### src/rtl/axi_lite_pkg.sv
// Shared AXI-Lite response codes and the command-master state encoding.
package axi_lite_pkg;

    localparam logic [1:0] AXI_OKAY   = 2'b00;
    localparam logic [1:0] AXI_EXOKAY = 2'b01;
    localparam logic [1:0] AXI_SLVERR = 2'b10;
    localparam logic [1:0] AXI_DECERR = 2'b11;

    // Explicit encodings so the debug state output decodes the same in every tool.
    typedef enum logic [2:0] {
        ST_IDLE    = 3'd0,
        ST_WR_REQ  = 3'd1,
        ST_WR_RESP = 3'd2,
        ST_RD_REQ  = 3'd3,
        ST_RD_RESP = 3'd4,
        ST_RSP     = 3'd5
    } cmd_master_state_e;

endpackage

### src/rtl/axi_lite_cmd_master.sv
// Single-outstanding AXI-Lite request engine: one command in, one AXI-Lite
// read or write out, one completion back on the response stream.
//
// Handshake rule on every channel: a transfer happens on a rising edge where
// valid && ready; a source never drops valid or changes payload before that
// edge, and the sink may toggle ready freely.
module axi_lite_cmd_master
    import axi_lite_pkg::*;
#(
    parameter int ADDR_WIDTH     = 32,
    parameter int DATA_WIDTH     = 32,
    parameter int TIMEOUT_CYCLES = 0
) (
    input  logic                    clk,
    input  logic                    rst,
    // command stream
    input  logic                    cmd_valid,
    output logic                    cmd_ready,
    input  logic                    cmd_write,
    input  logic [ADDR_WIDTH-1:0]   cmd_addr,
    input  logic [DATA_WIDTH-1:0]   cmd_wdata,
    input  logic [DATA_WIDTH/8-1:0] cmd_wstrb,
    // response stream
    output logic                    rsp_valid,
    input  logic                    rsp_ready,
    output logic                    rsp_write,
    output logic [DATA_WIDTH-1:0]   rsp_rdata,
    output logic [1:0]              rsp_resp,
    output logic                    timeout_err,
    // AXI-Lite master
    output logic [ADDR_WIDTH-1:0]   m_axi_aw_addr,
    output logic                    m_axi_aw_valid,
    input  logic                    m_axi_aw_ready,
    output logic [DATA_WIDTH-1:0]   m_axi_w_data,
    output logic [DATA_WIDTH/8-1:0] m_axi_w_strb,
    output logic                    m_axi_w_valid,
    input  logic                    m_axi_w_ready,
    input  logic [1:0]              m_axi_b_resp,
    input  logic                    m_axi_b_valid,
    output logic                    m_axi_b_ready,
    output logic [ADDR_WIDTH-1:0]   m_axi_ar_addr,
    output logic                    m_axi_ar_valid,
    input  logic                    m_axi_ar_ready,
    input  logic [DATA_WIDTH-1:0]   m_axi_r_data,
    input  logic [1:0]              m_axi_r_resp,
    input  logic                    m_axi_r_valid,
    output logic                    m_axi_r_ready,
    // debug
    output logic [2:0]              dbg_state
);

    localparam int STRB_WIDTH = DATA_WIDTH / 8;
    localparam int WD_WIDTH   = (TIMEOUT_CYCLES > 0) ? $clog2(TIMEOUT_CYCLES + 1) : 1;

    cmd_master_state_e       state_q, state_d;
    logic [ADDR_WIDTH-1:0]   addr_q;
    logic [DATA_WIDTH-1:0]   wdata_q;
    logic [STRB_WIDTH-1:0]   wstrb_q;
    logic                    aw_done_q, aw_done_d;
    logic                    w_done_q, w_done_d;
    logic                    rsp_write_q, rsp_write_d;
    logic [DATA_WIDTH-1:0]   rsp_rdata_q, rsp_rdata_d;
    logic [1:0]              rsp_resp_q, rsp_resp_d;

    logic cmd_hs, aw_hs, w_hs, b_hs, ar_hs, r_hs, rsp_hs;

    // All handshake strobes and valid/ready outputs decode from registered state only.
    assign cmd_ready      = (state_q == ST_IDLE);
    assign m_axi_aw_valid = (state_q == ST_WR_REQ) && !aw_done_q;
    assign m_axi_w_valid  = (state_q == ST_WR_REQ) && !w_done_q;
    assign m_axi_b_ready  = (state_q == ST_WR_RESP);
    assign m_axi_ar_valid = (state_q == ST_RD_REQ);
    assign m_axi_r_ready  = (state_q == ST_RD_RESP);
    assign rsp_valid      = (state_q == ST_RSP);

    assign m_axi_aw_addr  = addr_q;
    assign m_axi_ar_addr  = addr_q;
    assign m_axi_w_data   = wdata_q;
    assign m_axi_w_strb   = wstrb_q;
    assign rsp_write      = rsp_write_q;
    assign rsp_rdata      = rsp_rdata_q;
    assign rsp_resp       = rsp_resp_q;
    assign dbg_state      = state_q;

    assign cmd_hs = cmd_valid && cmd_ready;
    assign aw_hs  = m_axi_aw_valid && m_axi_aw_ready;
    assign w_hs   = m_axi_w_valid && m_axi_w_ready;
    assign b_hs   = m_axi_b_valid && m_axi_b_ready;
    assign ar_hs  = m_axi_ar_valid && m_axi_ar_ready;
    assign r_hs   = m_axi_r_valid && m_axi_r_ready;
    assign rsp_hs = rsp_valid && rsp_ready;

    // Next-state logic: transaction sequencing plus completion capture.
    always_comb begin
        state_d     = state_q;
        aw_done_d   = aw_done_q;
        w_done_d    = w_done_q;
        rsp_write_d = rsp_write_q;
        rsp_rdata_d = rsp_rdata_q;
        rsp_resp_d  = rsp_resp_q;
        case (state_q)
            ST_IDLE: begin
                if (cmd_hs) begin
                    aw_done_d = 1'b0;
                    w_done_d  = 1'b0;
                    state_d   = cmd_write ? ST_WR_REQ : ST_RD_REQ;
                end
            end
            ST_WR_REQ: begin
                if (aw_hs) aw_done_d = 1'b1;
                if (w_hs)  w_done_d  = 1'b1;
                // Both channels may finish in the same cycle or in either order.
                if ((aw_done_q || aw_hs) && (w_done_q || w_hs)) state_d = ST_WR_RESP;
            end
            ST_WR_RESP: begin
                if (b_hs) begin
                    rsp_write_d = 1'b1;
                    rsp_rdata_d = '0;
                    rsp_resp_d  = m_axi_b_resp;
                    state_d     = ST_RSP;
                end
            end
            ST_RD_REQ: begin
                if (ar_hs) state_d = ST_RD_RESP;
            end
            ST_RD_RESP: begin
                if (r_hs) begin
                    rsp_write_d = 1'b0;
                    rsp_rdata_d = m_axi_r_data;
                    rsp_resp_d  = m_axi_r_resp;
                    state_d     = ST_RSP;
                end
            end
            ST_RSP: begin
                if (rsp_hs) state_d = ST_IDLE;
            end
            default: state_d = ST_IDLE;
        endcase
    end

    // State, channel-done flags and response fields; reset clears everything.
    always_ff @(posedge clk) begin
        if (rst) begin
            state_q     <= ST_IDLE;
            aw_done_q   <= 1'b0;
            w_done_q    <= 1'b0;
            rsp_write_q <= 1'b0;
            rsp_rdata_q <= '0;
            rsp_resp_q  <= 2'b00;
        end else begin
            state_q     <= state_d;
            aw_done_q   <= aw_done_d;
            w_done_q    <= w_done_d;
            rsp_write_q <= rsp_write_d;
            rsp_rdata_q <= rsp_rdata_d;
            rsp_resp_q  <= rsp_resp_d;
        end
    end

    // Command payload is latched on acceptance and held for the whole transaction.
    always_ff @(posedge clk) begin
        if (rst) begin
            addr_q  <= '0;
            wdata_q <= '0;
            wstrb_q <= '0;
        end else if (cmd_hs) begin
            addr_q  <= cmd_addr;
            wdata_q <= cmd_wdata;
            wstrb_q <= cmd_wstrb;
        end
    end

    generate
        if (TIMEOUT_CYCLES > 0) begin : g_wd
            localparam logic [WD_WIDTH-1:0] WD_LIMIT = WD_WIDTH'(TIMEOUT_CYCLES);
            logic [WD_WIDTH-1:0] wd_cnt_q, wd_cnt_d;
            logic                wd_busy;
            logic                err_q;

            assign wd_busy = (state_q == ST_WR_REQ) || (state_q == ST_WR_RESP) ||
                             (state_q == ST_RD_REQ) || (state_q == ST_RD_RESP);

            // Count waiting cycles of the current transaction, saturating at the limit.
            always_comb begin
                wd_cnt_d = wd_cnt_q;
                if (cmd_hs) begin
                    wd_cnt_d = '0;
                end else if (wd_busy && !(b_hs || r_hs) && (wd_cnt_q != WD_LIMIT)) begin
                    wd_cnt_d = wd_cnt_q + WD_WIDTH'(1);
                end
            end

            // Flag is sticky: the transaction keeps waiting, only reset clears it.
            always_ff @(posedge clk) begin
                if (rst) begin
                    wd_cnt_q <= '0;
                    err_q    <= 1'b0;
                end else begin
                    wd_cnt_q <= wd_cnt_d;
                    if (wd_cnt_d == WD_LIMIT) err_q <= 1'b1;
                end
            end

            assign timeout_err = err_q;
        end else begin : g_no_wd
            assign timeout_err = 1'b0;
        end
    endgenerate

endmodule
### config.mk
export PLATFORM = sky130hd
export DESIGN_NAME = axi_lite_cmd_master
export DESIGN_NICKNAME = d
export VERILOG_FILES = /design/src/rtl/axi_lite_pkg.sv /design/src/rtl/axi_lite_cmd_master.sv
export SDC_FILE = /design/constraint.sdc
export NUM_CORES = 1
export LEC_CHECK = 0
export CAP_MARGIN = 5
export CELL_PAD_IN_SITES_DETAIL_PLACEMENT = 2
export CELL_PAD_IN_SITES_GLOBAL_PLACEMENT = 2
export CORE_MARGIN = 4
export CORE_UTILIZATION = 19
export DETAILED_ROUTE_END_ITERATION = 6
export GPL_TIMING_DRIVEN = 0
export PLACE_DENSITY_LB_ADDON = 0.25
export SETUP_SLACK_MARGIN = 0.02
export SYNTH_ARGS = -nofsm -noshare
export SYNTH_HDL_FRONTEND = slang
export SYNTH_SLANG_ARGS = --single-unit
export TNS_END_PERCENT = 10
### constraint.sdc
create_clock -name clk -period 1.9 [get_ports clk]
set_input_delay 0.475 -clock clk [delete_from_list [all_inputs] [get_ports clk]]
set_output_delay 0.475 -clock clk [all_outputs]
set_load 0.01 [all_outputs]
==> flow_summary_export.csv <==
group,metric,value,unit
run_status,outcome,"finished clean",
synthesis,ys_types,31,
hold_path,min_from,"m_axi_w_data[8]",
flow_run,drv_cap,0,
clocking,h-tree-depth,3,
clocking,cts-root-buf,"clkbuf_16",
clocking,cts_tree,"done",
synthesis,yosys.area.top_type_share,52.14,%
layout,register_area,2202,um2
pwr,power_density,1180,nW/um2
synthesis,yosysTopAreaCell,"dfxtp_1",
synthesis,synth_nets,613,
pwr,netSwitchingFraction,36.43,%
synthesis,ys_seq_elements,108,
worst_setup_path,crit_path_start_kind,"flip-flop",
clocking,cts_made_buffers,9,
hold_path,holdPathStages,2,
layout,drive_gt1_share,18.19,%
detailed_routing,ant_nets,0,
detailed_routing,wire_per_inst,17.57,um
floorplan,die_h,155.7,um
synthesis,netlist_top_cells_count,"nand2_1 (137), dfxtp_1 (108), a21oi_1 (74)",
pwr,fin_total_pwr,8944,uW
worst_setup_path,critPathCaptureType,"flip-flop",
layout,design_area,7579,um2
pwr,leakage,0.002828,uW
floorplan,die_area,24250,um2
sta,worst_pin_slew,0.6141,ns
sta,slew_viol_final,0,
detailed_routing,drt-total-wl,18.44,mm
pwr,ir_drop,0.0004585,V
detailed_routing,vias,4497,
layout,syn_to_final_growth,82.77,%
layout,instances_no_fill,1050,
pwr,p_sw,3258,uW
pwr,p_comb_share,45.3,%
detailed_routing,first_pass_iters,4,
synthesis,synth_edf_count,0,
floorplan,core_area,21220,um2
sta,setup_tns,0,ns
placement,placed_area,7063,um2
worst_setup_path,reg2reg_depth,7,
pwr,clkPwrFrac,20.8,%
placement,place.gp.congestion,0.7604,
clocking,cts_max_path_buffers,2,
pwr,seq_power_share,33.9,%
synthesis,synthFlopType,"dfxtp_1",
sta,rsz0062_at_grt,"yes",
synthesis,synth_most_common_cell,"nand2_1",
detailed_routing,drt_iter0_markers,155,
layout,fin_util,35.71,%
layout,insertedDiodeCount,0,
sta,fin_worst_skew,0.01082,ns
floorplan,die_x,155.7,um
worst_setup_path,crit_fanout,10,
floorplan,start_util,19.54,%
sta,setup-violations-final,0,
floorplan,rows,53,
hold_path,min_path_type,"reg2reg",
global_routing,grt_overflow,0,
global_routing,antenna_found_initial,2,
sta,fin_crit_sh,99.77,%
worst_setup_path,cp.required,2.13,ns
global_routing,grt_max_degree,20,
layout,nFillCells,2375,
worst_setup_path,critPathLaunch,"dbg_state[2]",
sta,finalHoldViolCount,0,
global_routing,grt_use_total,14.72,%
clocking,clock-sinks,108,
floorplan,io_pins,260,
synthesis,post_synth_main_area_contributors,"dfxtp_1 (52%), nand2_1 (12%), a21oi_1 (8.9%)",
detailed_routing,via_per_inst,4.283,
synthesis,ys_warn_count,0,
layout,multi_input_area,1669,um2
placement,place_inst,1031,
sta,clock.fmax,527.5,MHz
sta,min_period,1.896,ns
pwr,p_int,5686,uW
worst_setup_path,critPathKind,"reg2reg",
synthesis,synthesis.area,4146,um2
clocking,clock_latency,0.35,ns
worst_setup_path,reg2reg_from,"dbg_state[2]",
sta,max_slew_margin,59.06,%
worst_setup_path,crit_arrival,2.12,ns
synthesis,synthArstFlopShare,0,%
clocking,clk_pin_slew,0.08,ns
detailed_routing,drc_errors,0,
layout,layout.nets,884,
placement,port_buffers,257,
global_routing,grt_pass1_vias,5106,
placement,hpwl,14.55,mm
synthesis,synthCells,499,
synthesis,synth_sequential_area_ratio,52.14,%
synthesis,synth.avg_cell_area,8.310,um2
global_routing,grt_pass1_wl,28.17,mm
-- layer usage --
metal	track usage (%)	routed length, um
met4	5.294	470
met3	3.689	1176
met2	27.20	9514
met5	0	24
met1	16.29	7257
-- final timing paths --
kind,slack [ns],endpoint
setup reg to reg,0.004,rsp_rdata[13]
hold / removal,0.46,m_axi_w_data[8]
setup / recovery,0.004,rsp_rdata[13]
hold reg to reg,0.46,m_axi_w_data[8]
-- layout make-up --
type,instances,share of cell area [%]
multi-input combinational,314,22.02
clock inverter,7,0.7760
tap,275,4.540
timing repair buffer,261,34.08
clock buffer,9,2.972
sequential,108,29.06
buffer,70,6.257
inverter,6,0.2972
-- critical path, cell delays in order, from the launching register on --
cell	delay [ns]
dfxtp_4	0.39
or3b_1	0.37
buf_6	0.15
a211o_1	0.28
buf_6	0.16
buf_8	0.15
a22oi_2	0.21
nor2_1	0.06
-- cells in the final DEF, fill, tap and decap left out, types with 9 or more instances in the layout --
master           netlist  routed
buf_2                 15      13
a21oi_1               74      74
dfxtp_1              108      80
a22oi_1               32      18
clkdlybuf4s50_1        0     247
nand2_1              137     136
a22oi_2                0      14
nor2_1                38      38
buf_4                 34      41
clkbuf_1              19      15
clkbuf_16              0       9
dfxtp_2                0      26
-- power groups by stage --
stage | registers (uW) | logic (uW) | clock network [uW]
floorplan | 3160 | 1690 | 0
global placement | 3010 | 3770 | 0
detailed placement | 3040 | 3890 | 0
CTS | 3010 | 4010 | 1940
global route | 3100 | 4440 | 2030
finish | 3030 | 4050 | 1860
-- flip-flops by register name, indices dropped and copies added (netlist names) --
signal / count
rsp_resp: 2
m_axi_w_strb: 4
rsp_write: 1
aw_done_q: 1
m_axi_ar_addr: 32
rsp_rdata: 32
m_axi_w_data: 32
dbg_state: 3
w_done_q: 1
-- logic make-up after synthesis --
| kind of cell | count (synthesis) | share of synthesized area (%) |
|---|---|---|
| DFF | 108 | 52.14 |
| AOI/OAI and AO/OA | 115 | 16.60 |
| and+or+nand+nor | 194 | 19.10 |
| buffers and inverters | 77 | 11.04 |
| muxes | 4 | 1.026 |
| other | 1 | 0.09044 |
-- timing repair --
action,in CTS,in global routing
gates cloned,0,0
gates resized for setup,62,45
endpoints found under the setup margin,120,94
pin swaps,2,1
hold buffers,0,0
buffers inserted,4,0
-- through the flow --
stage / setup WS [ns] / hold WS, ns
global route: -0.06249 / 0.4786
finish: 0.004412 / 0.4603
global placement: -0.2956 / 0.4438
detailed placement: -0.4395 / 0.4496
floorplan: 0.05937 / 0.4805
CTS: 0.01129 / 0.4615
Power figures use the tool's default switching activity.
